$ cat src/rtl/cpu7_ifu_iresp_pkg.sv
// Shared constants and types for the cpu7 instruction-fetch responder.
// Holds the ADEF exception code, the fetch data width, the tag layout
// stored per accepted request, and the DEPTH-derived counter width helper.
package cpu7_ifu_iresp_pkg;

  localparam int GRLEN = 32;

  // Fetch address error exception code
  localparam logic [5:0] EXC_ADEF = 6'h08;

  // Per-request tag; the ex bit exists only when the alignment check is built
`ifdef CPU7_IRESP_ALIGN_CHK_EN
  typedef struct packed {
    logic ex;
    logic uc;
  } iresp_tag_t;
`else
  typedef struct packed {
    logic uc;
  } iresp_tag_t;
`endif

  // Width of a counter that must hold values 0..depth inclusive
  function automatic int cnt_w(input int depth);
    return $clog2(depth + 1);
  endfunction

endpackage

$ cat src/rtl/cpu7_iresp_fifo.sv
// Synchronous tag FIFO for the instruction-fetch responder. One entry per
// accepted fetch request, retired in order. Flush empties it in one cycle.
module cpu7_iresp_fifo
  import cpu7_ifu_iresp_pkg::*;
#(
  parameter int DEPTH = 2,
  localparam int CW = cnt_w(DEPTH)
) (
  input  logic          clock,
  input  logic          resetn,
  input  logic          push,
  input  iresp_tag_t    push_tag,
  input  logic          pop,
  input  logic          flush,
  output logic [CW-1:0] count,
  output logic          empty,
  output iresp_tag_t    head
);

  localparam int PW = (DEPTH > 1) ? $clog2(DEPTH) : 1;

  iresp_tag_t    mem [DEPTH];
  logic [PW-1:0] rd_ptr;
  logic [PW-1:0] wr_ptr;

  function automatic logic [PW-1:0] ptr_inc(input logic [PW-1:0] p);
    return (p == PW'(DEPTH - 1)) ? '0 : p + PW'(1);
  endfunction

  // Pointer and occupancy update; flush wins over push/pop
  always_ff @(posedge clock or negedge resetn) begin
    // NOTE: non-blocking assignments so every register samples pre-edge values.
    if (!resetn) begin
      rd_ptr <= '0;
      wr_ptr <= '0;
      count  <= '0;
    end else if (flush) begin
      rd_ptr <= '0;
      wr_ptr <= '0;
      count  <= '0;
    end else begin
      if (push) wr_ptr <= ptr_inc(wr_ptr);
      if (pop)  rd_ptr <= ptr_inc(rd_ptr);
      count <= count + CW'(push) - CW'(pop);
    end
  end

  // Tag storage write
  always_ff @(posedge clock) begin
    // NOTE: storage is not reset; the pointers and count decide which entries are live.
    if (push && !flush) mem[wr_ptr] <= push_tag;
  end

  assign head  = mem[rd_ptr];
  assign empty = (count == '0);

endmodule

$ cat src/rtl/cpu7_ifu_iresp.sv
// cpu7 instruction-fetch responder: slave end of the IFU fetch interface.
// Accepts pipelined fetches, forwards them to an in-order variable-latency
// RAM port and returns data (or ADEF exceptions) to the IFU in request order,
// dropping responses of requests killed by inst_cancel.
// Build option: define CPU7_IRESP_ALIGN_CHK_EN to enable the misaligned-fetch
// check and ADEF reporting; without it every fetch goes to the RAM word
// address and inst_ex/inst_exccode read as 0.
module cpu7_ifu_iresp
  import cpu7_ifu_iresp_pkg::*;
#(
  parameter int         DEPTH     = 2,
  parameter logic [3:0] UC_REGION = 4'hA
) (
  input  logic             clock,
  input  logic             resetn,
  input  logic             inst_req,
  input  logic [31:0]      inst_addr,
  input  logic             inst_cancel,
  output logic             inst_addr_ok,
  output logic             inst_valid_f,
  output logic [GRLEN-1:0] inst_rdata_f,
  output logic [1:0]       inst_count,
  output logic             inst_ex,
  output logic [5:0]       inst_exccode,
  output logic             inst_uncache,
  output logic             ram_req,
  output logic [31:0]      ram_addr,
  input  logic             ram_gnt,
  input  logic             ram_rvalid,
  input  logic [31:0]      ram_rdata
);

  localparam int CW = cnt_w(DEPTH);

  logic [CW-1:0] fifo_cnt;
  logic [CW-1:0] ram_pending;
  logic [CW-1:0] disc_cnt;
  logic          fifo_empty;
  logic          full;
  logic          misaligned;
  logic          uc;
  logic          issue;
  logic          accept;
  logic          rvalid_drop;
  logic          head_ex;
  logic          pop_ex;
  logic          pop_data;
  logic          pop;
  iresp_tag_t    push_tag;
  iresp_tag_t    head_tag;

`ifdef CPU7_IRESP_ALIGN_CHK_EN
  assign misaligned  = |inst_addr[1:0];
  assign head_ex     = head_tag.ex;
  assign push_tag.ex = misaligned;
`else
  logic unused_addr_lo;
  assign unused_addr_lo = ^inst_addr[1:0];
  assign misaligned     = 1'b0;
  assign head_ex        = 1'b0;
`endif

  assign uc          = (inst_addr[31:28] == UC_REGION);
  assign push_tag.uc = uc;

  // Request side: cancel and a full FIFO/RAM window both block acceptance
  assign full         = (fifo_cnt == CW'(DEPTH)) || (ram_pending == CW'(DEPTH));
  assign ram_req      = inst_req & ~full & ~inst_cancel & ~misaligned;
  assign ram_addr     = {inst_addr[31:2], 2'b00};
  assign issue        = ram_req & ram_gnt;
  assign accept       = misaligned ? (inst_req & ~full & ~inst_cancel) : issue;
  assign inst_addr_ok = accept;

  // Retire side: a RAM return is dropped while discards are owed or during cancel.
  // An ex head pops before any later read can return, which holds for DEPTH=2.
  assign rvalid_drop = inst_cancel | (disc_cnt != '0);
  assign pop_ex      = ~inst_cancel & ~fifo_empty & head_ex;
  assign pop_data    = ram_rvalid & ~rvalid_drop & ~fifo_empty & ~head_ex;
  assign pop         = pop_ex | pop_data;

  cpu7_iresp_fifo #(
    .DEPTH (DEPTH)
  ) u_fifo (
    .clock    (clock),
    .resetn   (resetn),
    .push     (accept),
    .push_tag (push_tag),
    .pop      (pop),
    .flush    (inst_cancel),
    .count    (fifo_cnt),
    .empty    (fifo_empty),
    .head     (head_tag)
  );

  // Outstanding RAM reads and reads owed to the discard path
  always_ff @(posedge clock or negedge resetn) begin
    if (!resetn) begin
      ram_pending <= '0;
      disc_cnt    <= '0;
    end else begin
      ram_pending <= ram_pending + CW'(issue)
                   - CW'(ram_rvalid && (ram_pending != '0));
      if (inst_cancel) begin
        disc_cnt <= ram_pending - CW'(ram_rvalid && (ram_pending != '0));
      end else if (ram_rvalid && (disc_cnt != '0)) begin
        disc_cnt <= disc_cnt - CW'(1);
      end
    end
  end

  // Response register: one-cycle pulse per retired FIFO head
  always_ff @(posedge clock or negedge resetn) begin
    if (!resetn) begin
      inst_valid_f <= 1'b0;
      inst_count   <= 2'd0;
      inst_uncache <= 1'b0;
      inst_rdata_f <= '0;
    end else begin
      inst_valid_f <= pop;
      inst_count   <= pop ? 2'd1 : 2'd0;
      inst_uncache <= pop & head_tag.uc;
      inst_rdata_f <= pop_data ? GRLEN'(ram_rdata) : '0;
    end
  end

`ifdef CPU7_IRESP_ALIGN_CHK_EN
  // Exception fields registered alongside the response
  always_ff @(posedge clock or negedge resetn) begin
    if (!resetn) begin
      inst_ex      <= 1'b0;
      inst_exccode <= 6'h00;
    end else begin
      inst_ex      <= pop_ex;
      inst_exccode <= pop_ex ? EXC_ADEF : 6'h00;
    end
  end
`else
  assign inst_ex      = 1'b0;
  assign inst_exccode = 6'h00;
`endif

endmodule
$ cat config.mk
export PLATFORM = sky130hd
export DESIGN_NAME = cpu7_ifu_iresp
export DESIGN_NICKNAME = d
export VERILOG_FILES = /design/src/rtl/cpu7_ifu_iresp_pkg.sv /design/src/rtl/cpu7_iresp_fifo.sv /design/src/rtl/cpu7_ifu_iresp.sv
export SDC_FILE = /design/constraint.sdc
export NUM_CORES = 1
export LEC_CHECK = 0
export ABC_AREA = 1
export ABC_CLOCK_PERIOD_IN_PS = 1700
export BUFFER_PORTS_ARGS = -buffer_cell sky130_fd_sc_hd__buf_2
export CORE_UTILIZATION = 37
export DETAILED_ROUTE_END_ITERATION = 10
export PLACE_DENSITY = 0.79
export SYNTH_ARGS = -nofsm -noshare
export SYNTH_HDL_FRONTEND = slang
export SYNTH_HIERARCHICAL = 1
export SYNTH_SLANG_ARGS = --single-unit
$ cat constraint.sdc
create_clock -name clock -period 1.7 [get_ports clock]
set_input_delay 0.34 -clock clock [delete_from_list [all_inputs] [get_ports clock]]
set_output_delay 0.34 -clock clock [all_outputs]
set_load 0.1 [all_outputs]
# Yosys cells after proc, flatten, opt, wreduce, memory -nomap -nowiden
# Memories as Yosys holds them, arrays and structs flattened.
# Index checks and enable logic that the tools add are counted.
# totals
ram_bits	2
elab_cells	56
output_inout_bits	77
mem_count	1
reg_bits	44
# op_classes
bitwise	11
n_reduce_logical	11
n_addsub	8
eq_ne	3
muxes	13
# memory_table
name	words	width	read_ports	rd_ports_with_merged_regs	wr	line_no	rtl
u_fifo.mem	2	1	1	0	1	cpu7_iresp_fifo.sv:22	iresp_tag_t mem [DEPTH];
# ops
operator	count
$mux 32	1
$reduce_bool 2->1	5
$mux 1	9
$and 1x1->1	6
$mux 2	3
$sub 2x1->2	3
$add 2x1->2	2
$eq 2x2->1 const B	2
$eq 4x4->1 const B	1
$not 1->1	4
$logic_and 1x1->1	3
$add 1x1->1 const B	2
$logic_not 2->1	1
$sub 2x1->2 const B	1
$logic_not 1->1	1
$logic_or 1x1->1	1
$or 1x1->1	1

# Depth between registers and ports, before layout
# Gate-level depths: netlist (run 1).
# depth
depth_word	9
ltp_mapped	11

# By module
# Netlist (run 1), hierarchy kept.
# modules_own_cells
module	cells_per_inst	seq_area_each_um2	n_inst	area_each_um2
cpu7_ifu_iresp	194	950.9	1	1801.7
cpu7_iresp_fifo	31	160.2	1	292.8

# Least setup slack after synthesis (run 1)
# Ideal clock, no wire load.
# synth_timing
path_kind	reg-to-reg
startpoint	reg ram_pending[1]
endpoint	reg u_fifo.count[1]
setup_time_ns	0.119
t_arrival_ns	2.476
t_required_ns	1.581
path_stages_with_launch	8
path_slack_ns	-0.895
n_path_buf	0
path_cell_list	dfrtp_1 nand2_1 nand3_1 nor2_1 ha_1 nand3_1 nand2_1 nor2_1
# synth_via
elab_chain_len	9
# synth_lines
item	line_no	rtl
start, declared	cpu7_ifu_iresp.sv:36	logic [CW-1:0] ram_pending;
start signal, assigned	cpu7_ifu_iresp.sv:101	ram_pending <= ram_pending + CW'(issue)
$eq 2x2->1	cpu7_ifu_iresp.sv:67	assign full = (fifo_cnt == CW'(DEPTH)) || (ram_pending == CW'(DEPTH));
$logic_or 1x1->1	cpu7_ifu_iresp.sv:67	
$not 1->1	--	
$and 1x1->1 (2 in a row)	--	
$and 1x1->1	cpu7_ifu_iresp.sv:70	assign issue = ram_req & ram_gnt;
via inst_addr_ok	cpu7_ifu_iresp.sv:19	output logic inst_addr_ok,
$add 2x1->2	cpu7_iresp_fifo.sv:44	count <= count + CW'(push) - CW'(pop);
$sub 2x1->2	cpu7_iresp_fifo.sv:44	
$mux 2	cpu7_iresp_fifo.sv:37	end else if (flush) begin
end signal, assigned	cpu7_iresp_fifo.sv:44	
end, declared	cpu7_iresp_fifo.sv:15	output logic [CW-1:0] count,
# The timed path passes the listed nets, and every way through them passes these cells.
# A chain may end at the register's enable or synchronous reset.

# Final worst setup path (run 1)
# layout_timing
startpoint	reg u_fifo.count[1]
endpoint	out inst_addr_ok
# layout_via
elab_chain_len	6
# layout_lines
item	line_no
$eq 2x2->1	cpu7_ifu_iresp.sv:67
$logic_or 1x1->1	cpu7_ifu_iresp.sv:67
$not 1->1	--
$and 1x1->1 (2 in a row)	--
$and 1x1->1	cpu7_ifu_iresp.sv:70
end, declared	cpu7_ifu_iresp.sv:19
# No other way between the ends.

==> metrics.md, run 1 <==
| Metric | Value |
|---|---|
| Met2 wire len | `1620 microns` |
| Area share of the leading cell type in the synthesized netlist | `50.18%` |
| Finished Cell Area | `0.002480 sq mm` |
| Synthesized area | `0.002095 sq mm` |
| Number of diodes | `0` |
| Synth unique cells | `22` |
| Largest net degree at the start of global routing | `34` |
| Slew @ Worst Pin | `0.5170 ns` |
| Row cnt | `27` |
| Via count | `1,414` |
| CTS buffer count | `5` |
| Pleak | `0.001570 uW` |
| YS warnings | `6` |
| Core Box Area | `0.005473 sq mm` |
| H-tree levels | `2` |
| Critical path capture point type | `primary output` |
| DR top layer | `met4` |
| Total power draw | `2688 uW` |
| First-pass GRT wire length | `5526 microns` |
| Crit Path Category | `register to primary output` |
| Via-per-instance ratio | `3.961` |
| Total Wirelength | `3341 microns` |
| WHS | `0.01581 ns` |
| Area leader, netlist | `dfrtp_1` |
| Height of the die | `77.24 microns` |
| Worst R2R Setup Slack | `0.14 ns` |
| Tot GR Track Use | `11.84%` |
| Reg2Reg Depth | `10` |
| CP arrival | `1.27 ns` |
| Setup crit start kind | `register` |
| Synth area leaders | `dfrtp_1 50%, buf_4 15%, inv_1 9.3%, nor2_1 5.4%, nor2_2 3.3%` |
| M1 WL | `1351 microns` |
| Seq cells post-synth | `44` |
| Clock power frac | `29.6%` |
| Worst R2R End | `u_fifo/count[1]$_DFF_PN0_` |
| Post-CTS Hold Fix Bufs | `0` |
| Asr flop ratio synth | `95.45%` |
| P_sw | `919.9 uW` |
| Input/output buffers | `82` |
| RSZ-0062 raised after global routing | `no` |
| Final setup vio count | `0` |
| Mapped Cells | `225` |
| Peak supply drop | `0.3422 mV` |
| Initial Utilization | `38.27%` |
| Slew margin rel. | `65.54%` |
| Dpl hpwl | `2580 microns` |
| Worst Hold Class | `primary input to asynchronous set/reset pin` |
| Final Hold Vio Count | `0` |
| Most common cell in the synthesized netlist | `inv_1` |
| Grt total ovfl | `0` |
| Area Growth Syn to Fin | `18.40%` |
| Final Skew | `0.005441 ns` |
| Pint | `1768 uW` |
| Placed cell areas | `0.002355 sq mm` |
| Clk slew on worst S/H paths | `0.08 ns` |
| Max Clock Freq | `0.6197 GHz` |
| Status | `finished, final reports clean` |
| Top_reg_cell synth | `dfrtp_1` |
| Drt first pass iters | `6` |
| Met3 WL post-DR | `273 microns` |
| Io pins | `147` |
| Clk sinks | `44` |
| Die Area | `0.005966 sq mm` |
| Nets@finish | `359` |
| Fin crit share | `94.93%` |
| Die X-Extent | `77.24 microns` |
| Post-synth EDFFs | `2` |
| Crit path time final | `1.614 ns` |
| Layout cells sized above 1 | `40.00%` |
| DR WL/cell | `9.359 microns` |
| RD Place Congestion | `0.7052` |
| Critical Path Start | `u_fifo/count[1]$_DFF_PN0_` |
| Post-synthesis sequential area ratio | `53.05%` |
| Final setup TNS | `0 ns` |
| Sequential share of power | `43.2%` |
| Max cap viols | `0` |
| Initial DRC count | `76` |
| Comb power frac | `27.2%` |
| Worst EP required | `1.36 ns` |
| Worst r2r src | `disc_cnt[0]$_DFFE_PN0P_` |
| Final Max Tran Viols | `0` |
| Mean Syn Cell Area | `9.309 sq um` |
| Vias in the first global route | `1,298` |
| CTS Root Cell | `clkbuf_8` |
| TritonCTS clock tree | `built` |
| Commonest cells in the netlist | `52 x inv_1, 42 x dfrtp_1, 41 x buf_4, 30 x nor2_1, 18 x nand2_1` |
| CP Max Fanout | `4` |
| Pwr/cell area | `1084 mW/mm^2` |
| Initial antenna violation count | `0` |
| Sw frac | `34.22%` |
| DRC | `0` |
| Clock Latency Late Sink | `0.29 ns` |
| Antenna-violating nets left | `0` |
| Clk buf depth | `2` |
## critical path, stage by stage, from the launching register on
cell and delay, ns:
dfrtp_1 0.42, nand2_1 0.09, nand3_1 0.13, nor2_4 0.15, buf_12 0.18
## metal layers
layer,vias up,track usage [%]
met5,-,0
met4,0,6.604
met3,18,4.286
met2,60,19.29
met1,626,13.34
li1,710,-
## cell usage in the layout, fill, tap and decap left out, types with 2 or more instances in the layout
master     n
a21oi_1    2
nand3_1    7
clkbuf_8   5
inv_2      2
buf_2     80
inv_1     51
ha_1       4
nor2_2    11
conb_1    10
buf_12     2
dfrtp_1   42
buf_4      5
nand2_1   18
nor3_1     2
nor2_1    29
edfxtp_1   2
nor2_4     2
## area by class of cell
cell class	count	area [sq um]
Inverter	53	198.9
Clock buffer	5	68.82
Timing Repair Buffer	87	478.0
Tap cell	72	90.09
Sequential cell	44	1111
Clock inverter	3	46.29
Fill cell	563	2993
Multi-Input combinational cell	93	486.7
## power groups by stage
stage | Clock [uW] | Sequential (uW) | Combinational [uW]
after floorplan | 0 | 1270 | 773
after global placement | 0 | 1180 | 706
after detailed placement | 0 | 1180 | 731
after CTS | 830 | 1160 | 736
after global routing | 884 | 1170 | 807
final | 797 | 1160 | 730
## worst max path at each step
stage / slack [ns] / to
detailed placement: 0.12 / u_fifo/count[1]$_DFF_PN0_
finish: 0.09 / inst_addr_ok
global route: 0.006 / inst_addr_ok
floorplan: 0.03 / u_fifo/count[1]$_DFF_PN0_
global placement: 0.16 / u_fifo/count[1]$_DFF_PN0_
CTS: 0.03 / inst_addr_ok
## registers in the layout, summed over array words and instances (netlist names)
signal	cells
u_fifo/wr_ptr	1
u_fifo/rd_ptr	1
inst_uncache	1
u_fifo/count	2
disc_cnt	2
u_fifo/mem	2
inst_rdata_f	32
ram_pending	2
inst_count	1
## through the flow
step	util, %	std cells	setup WS [ns]
floorplan	-	234	0.03452
global placement	43.03	348	0.1596
detailed placement	43.03	348	0.1173
CTS	45.27	357	0.02956
global route	45.31	357	0.005668
finish	45.31	357	0.08626
## logic make-up after synthesis
logic type / synth area share [%]
other cells: 0.1790
fa+ha+maj: 2.987
simple gates: 16.37
mux: 0.5376
flops: 53.05
compound gates: 1.075
buf+inv: 25.81
## repair_timing
item,CTS,global route
setup endpoints to repair,1,2
buffers inserted,1,0
resized for setup,0,2
pin swaps,1,1
(Power assumes the default switching activity.)
==> inputs of run 2 (changes only) <==
--- a/config.mk
+++ b/config.mk
@@ -5,10 +5,9 @@
 export SDC_FILE = /design/constraint.sdc
 export NUM_CORES = 1
 export LEC_CHECK = 0
-export ABC_AREA = 1
 export ABC_CLOCK_PERIOD_IN_PS = 1700
 export BUFFER_PORTS_ARGS = -buffer_cell sky130_fd_sc_hd__buf_2
-export CORE_UTILIZATION = 37
+export CORE_UTILIZATION = 36
 export DETAILED_ROUTE_END_ITERATION = 10
 export PLACE_DENSITY = 0.79
 export SYNTH_ARGS = -nofsm -noshare
==> run 2 against run 1 <==
Effect of this change:
- the run now ends with setup timing left
- maximum frequency down 8.9%
- largest cell class unchanged
- critical path type unchanged
- clock skew down 0.0015 ns
- hold slack better by 0.089 ns
==> metrics.md, run 2 <==
| Metric | Value |
|---|---|
| Grt total ovfl | `0` |
| Crit Path Category | `register to primary output` |
| Asr flop ratio synth | `95.45%` |
| Crit path time final | `1.771 ns` |
| Met1 GRT Util | `12.91%` |
| Post-CTS Hold Fix Bufs | `0` |
| Die Area | `0.005803 sq mm` |
| Final Skew | `0.003990 ns` |
| Final Max Tran Viols | `0` |
| CP arrival | `1.43 ns` |
| Dpl hpwl | `2467 microns` |
| Worst R2R End | `u_fifo/count[1]$_DFF_PN0_` |
| Crit-path slowest cell | `dfrtp_1` |
| Height of the die | `76.18 microns` |
| RD Place Congestion | `0.7279` |
| Area Growth Syn to Fin | `23.69%` |
| CP Max Fanout | `2` |
| Status | `complete, but fails checks` |
| Synth unique cells | `23` |
| CTS buffer count | `5` |
| Total power draw | `2812 uW` |
| Total Wirelength | `3288 microns` |
| Worst setup margin | `-0.07116 ns` |
| Max cap viols | `0` |
| Final Hold Vio Count | `0` |
| Worst r2r src | `u_fifo/count[1]$_DFF_PN0_` |
| Nets@finish | `300` |
| Number of diodes | `0` |
| Input/output buffers | `82` |
| Commonest non-fill, non-tap cell in the layout | `buf_2` |
| Io pins | `147` |
| Critical path capture point type | `primary output` |
| Row cnt | `26` |
| Most frequent cells in the layout | `80 x buf_2, 42 x dfrtp_1, 33 x and2_1` |
| Worst Hold Class | `primary input to asynchronous set/reset pin` |
| TritonCTS clock tree | `built` |
| Drt first pass iters | `4` |
| Clk sinks | `44` |
| Area share of the leading cell type in the synthesized netlist | `53.06%` |
| Pwr/cell area | `1148 mW/mm^2` |
| Core Box Area | `0.005205 sq mm` |
| Bufs and invs on worst path | `2` |
| Busiest layer in global routing | `met2` |
| Pleak | `0.001394 uW` |
| H-tree levels | `2` |
| YS warnings | `6` |
| Via count | `1,217` |
| Setup WS pre-CTS | `-0.01904 ns` |
| Final setup vio count | `1` |
| Synthesized area | `0.001981 sq mm` |
| M3 GR Usage | `4.311%` |
| Setup crit start kind | `register` |
| Top Family by Delay on Critical Path | `simple AND/OR/NAND/NOR gates` |
| DR WL/cell | `11.11 microns` |
| Mapped Cells | `162` |
| Met2 Track Usage GR | `19.55%` |
| Initial antenna violation count | `0` |
| Initial DRC count | `20` |
| Mean Syn Cell Area | `12.23 sq um` |
| Worst R2R Setup Slack | `0.03 ns` |
| Tot GR Track Use | `12.00%` |
| WHS | `0.1046 ns` |
| DRC | `0` |
| First-pass GRT wire length | `5333 microns` |
| Via-per-instance ratio | `4.111` |
| Die X-Extent | `76.18 microns` |
| Max Clock Freq | `0.5646 GHz` |
| Largest net degree at the start of global routing | `43` |
| Fin crit share | `104.2%` |
| Slew @ Worst Pin | `0.5120 ns` |
| Slew margin rel. | `65.86%` |
| Reg2Reg Depth | `8` |
| CP peak stage delay | `0.38 ns` |
| Worst EP required | `1.36 ns` |
| Commonest cells in the netlist | `42 x dfrtp_1, 41 x buf_4, 33 x and2_1, 7 x inv_1, 5 x ha_1` |
| Worst path cell trace | `nor2b_4 -> nor4b_4 -> buf_4 -> buf_12` |
| Clk buf depth | `2` |
| Antenna-violating nets left | `0` |
| Layout filler cell count | `481` |
| Post-synth EDFFs | `2` |
| CTS Root Cell | `clkbuf_8` |
| Area leader, netlist | `dfrtp_1` |
| Post-synthesis sequential area ratio | `56.10%` |
| Synth area leaders | `dfrtp_1 53%, buf_4 16%, and2_1 10%, ha_1 3.2%, edfxtp_1 3.0%` |
| Seq cells post-synth | `44` |
| Top_reg_cell synth | `dfrtp_1` |
| Vias in the first global route | `1,173` |
| Max reg flops | `32` |
| Most common cell in the synthesized netlist | `dfrtp_1` |
| Worst path depth | `4` |
| Layout cells sized above 1 | `48.67%` |
| RSZ-0062 raised after global routing | `yes` |
| Initial Utilization | `38.05%` |
| Clock Latency Late Sink | `0.29 ns` |
| Failing checks | `setup timing` |
| Peak supply drop | `0.4758 mV` |
| Critical Path Start | `u_fifo/count[1]$_DFF_PN0_` |
| Clk slew on worst S/H paths | `0.08 ns` |
| Register with the most flip-flops | `inst_rdata_f` |
==> run 2: cell types whose count changed after synthesis, moves of 2 or more <==
cell,delta
inv_1,-45
nand3_1,-7
nor2b_1,+4
nand2b_1,+3
o221ai_1,+2
and2_1,+33
a21oi_1,-2
nand2_1,-18
nor2_1,-26
or4b_1,+2
nor2_2,-11
xnor2_1,+4
==> run 2: area by class of cell <==
type                       count  area [sq um]  share of cell area, %
clock buffer                   6         82.58                  3.371
clock inverter                 2         38.79                  1.583
inverter                       7         26.28                  1.073
multi-input combinational     76         595.6                  24.31
sequential                    44          1111                  45.35
tap                           70         87.58                  3.575
timing repair buffer          91         508.0                  20.74
==> run 2: through the flow <==
stage	cell area (sq um)	setup TNS, ns	util (%)	std cells
floorplan	2062	-4.820	-	171
global placement	2293	0	44.06	285
detailed placement	2293	-0.01904	44.06	285
CTS	2442	-0.08767	46.92	295
global route	2450	-0.1641	47.07	296
finish	2450	-0.07116	47.07	296
==> run 2: per-layer routing <==
metal | routed length, microns | part of all wire, % | vias up
met3 | 290 | 8.8 | 16
met4 | 93 | 2.8 | 0
met1 | 1316 | 40 | 553
li1 | - | - | 581
met5 | 0 | 0 | -
met2 | 1587 | 48 | 67
==> run 2: repair_timing <==
item                       in CTS  in global routing
buffers inserted                2                  1
setup endpoints to repair       2                  3
gates resized for setup         2                  2
==> run 2: how the worst max path moves through the flow <==
stage                                 to  slack [ns]
2_1_floorplan  u_fifo/count[1]$_DFF_PN0_       -0.69
3_3_place_gp   u_fifo/count[1]$_DFF_PN0_        0.06
3_5_place_dp   u_fifo/count[1]$_DFF_PN0_       -0.02
4_1_cts                     inst_addr_ok       -0.09
5_1_grt                     inst_addr_ok       -0.12
6_report                    inst_addr_ok       -0.07
==> run 2: kinds of logic after synthesis <==
logic type                 count (synthesis)  synth area share [%]
and+or+nand+nor                           52                 17.25
other                                      1                0.1893
adders and majority gates                  5                 3.159
xor gates and xnor gates                   5                 2.906
AOI/OAI and AO/OA                          3                 1.264
buffers and inverters                     51                 18.57
DFF                                       44                 56.10
muxes                                      1                0.5685
==> run 2: power by group <==
part	total, uW	leakage, uW	internal, uW	switching [uW]
Clock	818	0.0000614	480	338
Sequential	1180	0.000596	1130	51.6
Combinational	815	0.000737	288	527
